`config.mk`:
```
export PLATFORM = sky130hd
export DESIGN_NAME = rq_former_multi
export DESIGN_NICKNAME = d
export VERILOG_FILES = /design/src/rtl/rq_former_multi.sv
export SDC_FILE = /design/constraint.sdc
export NUM_CORES = 1
export LEC_CHECK = 0
export CORE_MARGIN = 4
export CORE_UTILIZATION = 40
export CTS_BUF_LIST = sky130_fd_sc_hd__clkbuf_8 sky130_fd_sc_hd__clkbuf_16
export CTS_CLUSTER_SIZE = 12
export DETAILED_ROUTE_END_ITERATION = 10
export MAX_ROUTING_LAYER = met4
export SLEW_MARGIN = 5
export SYNTH_ARGS = -nofsm -noshare
export SYNTH_HDL_FRONTEND = slang
export SYNTH_SLANG_ARGS = --single-unit
```
`constraint.sdc`:
```
create_clock -name clk80MHz -period 3.08 [get_ports clk80MHz]
set_clock_uncertainty 0.15 [all_clocks]
set_input_delay 0.77 -clock clk80MHz [delete_from_list [all_inputs] [get_ports clk80MHz]]
set_output_delay 0.77 -clock clk80MHz [all_outputs]
set_load 0.1 [all_outputs]
```
`src/rtl/rq_former_multi.sv`:
```
// Purpose: per-channel strobe synchroniser + delayed fixed-length request pulse with overrun flag.
// Latency: RQ rises SYNC_STAGES+DELAY cycles after the edge that first samples val high.
// Backpressure: none; a held strobe never retriggers, early re-strobes only set ovr.
module rq_former_multi #(
    parameter int CHANNELS    = 4,
    parameter int DELAY_W     = 4,
    parameter int DELAY       = 8,
    parameter int PULSE_LEN   = 2,
    parameter int SYNC_STAGES = 2,
    parameter int ABORT_EN    = 0
) (
    input  logic                clk80MHz,
    input  logic                rst,
    input  logic [CHANNELS-1:0] val,
    input  logic [CHANNELS-1:0] clr_ovr,
    output logic [CHANNELS-1:0] RQ,
    output logic [CHANNELS-1:0] busy,
    output logic [CHANNELS-1:0] ovr
);

    localparam logic [1:0] S_IDLE  = 2'd0;
    localparam logic [1:0] S_CNT   = 2'd1;
    localparam logic [1:0] S_PULSE = 2'd2;
    localparam logic [1:0] S_WAIT  = 2'd3;

    // Last count values: the state is left when the counter reaches these.
    localparam logic [DELAY_W-1:0] DLY_LAST = DELAY_W'(DELAY - 1);
    localparam logic [2:0]         PLS_LAST = 3'(PULSE_LEN - 1);
    localparam bit                 ABORT    = (ABORT_EN != 0);

    for (genvar g = 0; g < CHANNELS; g++) begin : g_ch
        logic [SYNC_STAGES-1:0] sync_q;
        logic                   prev_q;
        logic [1:0]             state_q, state_d;
        logic [DELAY_W-1:0]     cnt_q, cnt_d;
        logic [2:0]             pcnt_q, pcnt_d;
        logic                   rq_q, rq_d;
        logic                   busy_q, busy_d;
        logic                   ovr_q, ovr_d;
        logic                   s_lvl, s_rise;

        assign s_lvl  = sync_q[SYNC_STAGES-1];
        assign s_rise = s_lvl & ~prev_q;

        // Synchroniser chain plus one flop of history for rising-edge detection.
        always_ff @(posedge clk80MHz or negedge rst) begin
            if (!rst) begin
                sync_q <= '0;
                prev_q <= 1'b0;
            end else begin
                sync_q <= {sync_q[SYNC_STAGES-2:0], val[g]};
                prev_q <= s_lvl;
            end
        end

        // Next-state logic: IDLE -> CNT (delay) -> PULSE (request) -> WAIT (strobe low re-arms).
        always_comb begin
            state_d = state_q;
            cnt_d   = cnt_q;
            pcnt_d  = pcnt_q;
            rq_d    = 1'b0;
            case (state_q)
                S_IDLE: begin
                    if (s_lvl) begin
                        state_d = S_CNT;
                        cnt_d   = '0;
                    end
                end
                S_CNT: begin
                    // Abort is checked first so it wins over delay expiry.
                    if (ABORT && !s_lvl) begin
                        state_d = S_IDLE;
                        cnt_d   = '0;
                    end else if (cnt_q == DLY_LAST) begin
                        state_d = S_PULSE;
                        pcnt_d  = '0;
                        rq_d    = 1'b1;
                    end else begin
                        cnt_d = cnt_q + 1'b1;
                    end
                end
                S_PULSE: begin
                    if (pcnt_q == PLS_LAST) begin
                        state_d = S_WAIT;
                    end else begin
                        pcnt_d = pcnt_q + 1'b1;
                        rq_d   = 1'b1;
                    end
                end
                default: begin
                    if (!s_lvl) begin
                        state_d = S_IDLE;
                    end
                end
            endcase
            busy_d = (state_d != S_IDLE);
            // A fresh edge while a request is still being formed is flagged, never re-issued.
            if (s_rise && (state_q == S_CNT || state_q == S_PULSE)) begin
                ovr_d = 1'b1;
            end else if (clr_ovr[g]) begin
                ovr_d = 1'b0;
            end else begin
                ovr_d = ovr_q;
            end
        end

        // Channel state and registered outputs.
        always_ff @(posedge clk80MHz or negedge rst) begin
            if (!rst) begin
                state_q <= S_IDLE;
                cnt_q   <= '0;
                pcnt_q  <= '0;
                rq_q    <= 1'b0;
                busy_q  <= 1'b0;
                ovr_q   <= 1'b0;
            end else begin
                state_q <= state_d;
                cnt_q   <= cnt_d;
                pcnt_q  <= pcnt_d;
                rq_q    <= rq_d;
                busy_q  <= busy_d;
                ovr_q   <= ovr_d;
            end
        end

        assign RQ[g]   = rq_q;
        assign busy[g] = busy_q;
        assign ovr[g]  = ovr_q;
    end

endmodule

```
==> impl_summary.txt <==
----------------------------------------------------
[Setup path]
  Cell breakdown of the critical path ... buf_4
  CP bufs+invs ... 1
  Library cell contributing the largest single delay on the critical path ... sky130_fd_sc_hd__dfrtp_1
  Worst setup startpoint ... g_ch[0].ovr_q
  Worst path depth ... 1
  Worst setup path end ... ovr[0]
  Worst R2R Start ... g_ch[2].state_q[0]
  Count of cells along the worst register-to-register path ... 6
  Gate family responsible for the most delay along the worst path ... flip-flops
  Worst path required time ... roughly 2.2 ns
  Crit path launch type ... register
  Critical Path Max Stage Delay ... ~0.39 ns
  Setup slack of the worst register-to-register path ... 1.14 ns
  Critical Setup Path Class ... register to primary output
  Critical path fanouts, max ... 2
  Reg-to-reg endpoint ... g_ch[2].busy_q
  Data arrival time of the critical path ... approximately 1.0 ns
  Kind of end point of the critical path ... primary output

[STA]
  Post-route setup slack ... roughly 1.1 ns
  Worst Tran Pin Value ... 0.521 ns
  Portion of the clock cycle consumed by the worst path in the final layout ... a little under two thirds
  Setup repair after global routing missed its margin ... false
  Slew Limit Fails ... 0
  Relative max-transition margin ... about two thirds
  Setup-violating endpoint count in the final report ... 0
  Highest attainable clock frequency ... 512 MHz
  Setup_tns ... 0 ns
  Post-layout minimum cycle time ... between 1.5 and 2 ns
  Fin. Hold Viols ... 0

[Synthesis]
  #FFs+latches synth ... 60
  Net Count, Synth ... 407
  Yosys top cell area share ... 43.2%
  Proportion of register bits with asynchronous set or reset after synthesis ... 100%
  Warning count from the yosys run ... 0
  Cells taking the most area after synthesis ... sky130_fd_sc_hd__dfrtp_1 43%, sky130_fd_sc_hd__ha_1 10%, sky130_fd_sc_hd__o21ai_0 4.8%, sky130_fd_sc_hd__nand2_1 3.2%, sky130_fd_sc_hd__a21oi_1 2.7%
  Mapped Area ... ~0.0035 mm2
  Most frequently used flop master after synthesis ... sky130_fd_sc_hd__dfrtp_1
  Post-synthesis cell type with the largest combined area ... sky130_fd_sc_hd__dfrtp_1
  Synth Area per Inst ... ~9.4 um2
  Count of flip-flops with a built-in enable after synthesis ... 0
  Cell variety after synth ... 48
  Mapped Cells ... around 370
  Part of the Yosys area used for sequential elements ... 43.2%

[Pwr]
  Power density of the placed cells ... a little over 1000 mW/mm2
  Static power due to leakage ... between 1.5 and 2 nW
  Max IR drop VDD ... around 0.00043 V
  PnR Total Power ... roughly 3.9 mW

[Clock tree]
  CTS-repair resized insts ... 0
  H-tree depth ... 3
  Post-CTS setup repair buffer count ... 0
  Clock network latency to the later pin of the worst-skew pair ... roughly 0.33 ns
  Worst-path clk slew ... 0.06 ns
  Clock buffers created by TritonCTS ... 9
  Deepest clock path buffer count ... 2
  Clock root buffer master ... sky130_fd_sc_hd__clkbuf_8
  Clock tree sinks ... 60
  CTS tree ... yes
  Number of hold-repair buffers added at the cts stage ... 0

[Final layout]
  Area growth from synthesis to layout ... 9.94%
  Post-route cell area ... 0.00382 mm2
  Layout fillers ... ~810
  Antenna Cells ... 0
  Layout cells sized above 1 ... a little under a tenth
  Number of nets in the finished design ... 418

[Detailed routing]
  Wire length per cell after detailed routing ... between 10 and 15 um
  Detailed router's first-iteration violation count ... 73
  DRC violation count after routing ... 0
  DRT Pass-1 Iters ... 4
  Wirelength, routed ... 6.51 mm
  Via density per instance ... roughly 5.3
  Vias post-DR ... about 2600
  Antenna viol nets, final ... 0

[Placement]
  I/O Buffers ... 21
  HPWL after detailed placement ... 4.60 mm
  Post-placement worst setup slack ... approximately 1.2 ns
  Final RePlAce weighted congestion ... 0.820
  Area after detailed placement ... ~0.0037 mm2

[Global route]
  Total track usage ... between 10 and 15%
  Antenna violations before repair ... 0
  Maximum number of pins on one net before global-route repair ... around 40
  Vias in the first global route ... 2581
  Global-route wire length before repair ... 11.4 mm
  Leftover overflow at the end of global routing ... 0

[Worst hold path]
  Worst Hold Launch ... g_ch[2].sync_q[0]
  Worst min path class ... register to register

[Job]
  Max-cap check violation count ... 0

[Die]
  CORE AREA ... 0.00834 mm2
  Floorplan die area ... ~0.010 mm2
  Num ports ... 22
  Rows ... 33
  Initial Utilization ... a little over two fifths
  Die W ... ~100 um
  Height of the die ... between 100 and 150 um

[Status]
  Run status ... completed

----------------------------------------------------
## stage by stage
stage	hold WS (ns)	cells	util (%)
after global routing	0.204	488	45.8
after floorplan	0.181	369	-
after detailed placement	0.186	474	43.9
after CTS	0.201	488	45.8
after global placement	0.185	474	43.9
final	0.198	488	45.8
## registers in the layout (all words and copies together) (netlist names)
signal,flops
g_ch.busy_q,4
g_ch.cnt_q,16
g_ch.ovr_q,4
g_ch.pcnt_q,12
g_ch.prev_q,4
g_ch.rq_q,4
g_ch.state_q,8
g_ch.sync_q,8
## per-layer routing
layer	global-route usage, %	vias to the layer above	part of all wire, %
met5	-	-	0
met4	5.73	0	1.4
met3	2.75	10	2.6
met2	21.8	30	46
met1	18.0	1242	50
li1	-	1327	-
## cells in the final DEF, fill, tap and decap left out, types with 3 or more instances in the layout
master / instances
sky130_fd_sc_hd__inv_1: 26
sky130_fd_sc_hd__a22o_1: 3
sky130_fd_sc_hd__and3b_1: 3
sky130_fd_sc_hd__or4_1: 3
sky130_fd_sc_hd__o211ai_1: 5
sky130_fd_sc_hd__a221o_1: 3
sky130_fd_sc_hd__clkdlybuf4s50_1: 8
sky130_fd_sc_hd__and2_1: 3
sky130_fd_sc_hd__o21ai_1: 3
sky130_fd_sc_hd__a21oi_1: 19
sky130_fd_sc_hd__clkbuf_8: 10
sky130_fd_sc_hd__clkinv_2: 3
sky130_fd_sc_hd__nor2b_1: 9
sky130_fd_sc_hd__nand3_1: 17
sky130_fd_sc_hd__nand4_1: 6
sky130_fd_sc_hd__nand2b_1: 13
sky130_fd_sc_hd__nor4_1: 3
sky130_fd_sc_hd__nor3b_1: 3
sky130_fd_sc_hd__or2_1: 3
sky130_fd_sc_hd__a2bb2oi_1: 3
sky130_fd_sc_hd__nor3_1: 12
sky130_fd_sc_hd__nand2_1: 30
sky130_fd_sc_hd__nor2_1: 15
sky130_fd_sc_hd__mux2_2: 4
sky130_fd_sc_hd__o21ai_0: 33
sky130_fd_sc_hd__dfrtp_1: 60
sky130_fd_sc_hd__buf_4: 12
sky130_fd_sc_hd__ha_1: 28
sky130_fd_sc_hd__a21o_1: 3
sky130_fd_sc_hd__o311ai_0: 6
sky130_fd_sc_hd__o22ai_1: 5
sky130_fd_sc_hd__nand3b_1: 8
## kinds of logic (layout without fill, tap and decap cells)
family          count (synthesis)  after routing  synth area share, %
mux                             5              5                 1.58
compound gates                 94             94                 17.0
simple gates                  134            134                 21.2
flops                          60             60                 43.2
buf+inv                        48             62                 6.98
fa+ha+maj                      28             28                 10.1
## power by group
part           switching (mW)  leakage [nW]  internal (mW)
Combinational            1.30         0.849          0.723
Clock                   0.296        0.0890          0.298
Sequential              0.254         0.762           1.04
## Yosys cell counts (2+ instances only)
| library cell | number |
|---|---|
| sky130_fd_sc_hd__a21o_1 | 3 |
| sky130_fd_sc_hd__buf_2 | 2 |
| sky130_fd_sc_hd__nor3b_1 | 3 |
| sky130_fd_sc_hd__a22oi_1 | 2 |
| sky130_fd_sc_hd__nor2_1 | 15 |
| sky130_fd_sc_hd__inv_1 | 25 |
| sky130_fd_sc_hd__o211ai_1 | 5 |
| sky130_fd_sc_hd__nor3_1 | 12 |
| sky130_fd_sc_hd__o22ai_1 | 5 |
| sky130_fd_sc_hd__o311ai_0 | 6 |
| sky130_fd_sc_hd__a21boi_0 | 2 |
| sky130_fd_sc_hd__a32oi_1 | 2 |
| sky130_fd_sc_hd__nand3_1 | 17 |
| sky130_fd_sc_hd__a2bb2oi_1 | 3 |
| sky130_fd_sc_hd__buf_4 | 12 |
| sky130_fd_sc_hd__o21ai_1 | 3 |
| sky130_fd_sc_hd__mux2_2 | 4 |
| sky130_fd_sc_hd__nand4_1 | 6 |
| sky130_fd_sc_hd__a21oi_1 | 19 |
| sky130_fd_sc_hd__and3b_1 | 3 |
| sky130_fd_sc_hd__nand2_1 | 30 |
| sky130_fd_sc_hd__a22o_1 | 3 |
| sky130_fd_sc_hd__nand2b_1 | 13 |
| sky130_fd_sc_hd__clkbuf_1 | 7 |
| sky130_fd_sc_hd__and2_1 | 3 |
| sky130_fd_sc_hd__ha_1 | 28 |
| sky130_fd_sc_hd__or2_1 | 3 |
| sky130_fd_sc_hd__or4_1 | 3 |
| sky130_fd_sc_hd__nor4_1 | 3 |
| sky130_fd_sc_hd__nand3b_1 | 8 |
| sky130_fd_sc_hd__dfrtp_1 | 60 |
| sky130_fd_sc_hd__nor2b_1 | 9 |
| sky130_fd_sc_hd__o21ai_0 | 33 |
| sky130_fd_sc_hd__a221o_1 | 3 |
## how the worst min path moves through the flow
stage / endpoint / slack (ns) / depth (start not counted)
3_3_place_gp: g_ch[2].sync_q[1] / 0.18 / 0
2_1_floorplan: g_ch[0].sync_q[1] / 0.18 / 0
5_1_grt: g_ch[2].sync_q[1] / 0.20 / 0
4_1_cts: g_ch[0].sync_q[1] / 0.20 / 0
6_report: g_ch[2].sync_q[1] / 0.20 / 0
3_5_place_dp: g_ch[0].sync_q[1] / 0.19 / 0
## final cells by class
class	instances	area, um2	share of cell area (%)
multi-input combinational	261	1730	45.3
timing repair buffer	22	195	5.11
tap	105	131	3.44
inverter	26	105	2.75
clock inverter	4	18.8	0.491
clock buffer	10	138	3.60
sequential	60	1500	39.3
No activity file was read; power rests on OpenSTA's default activity.
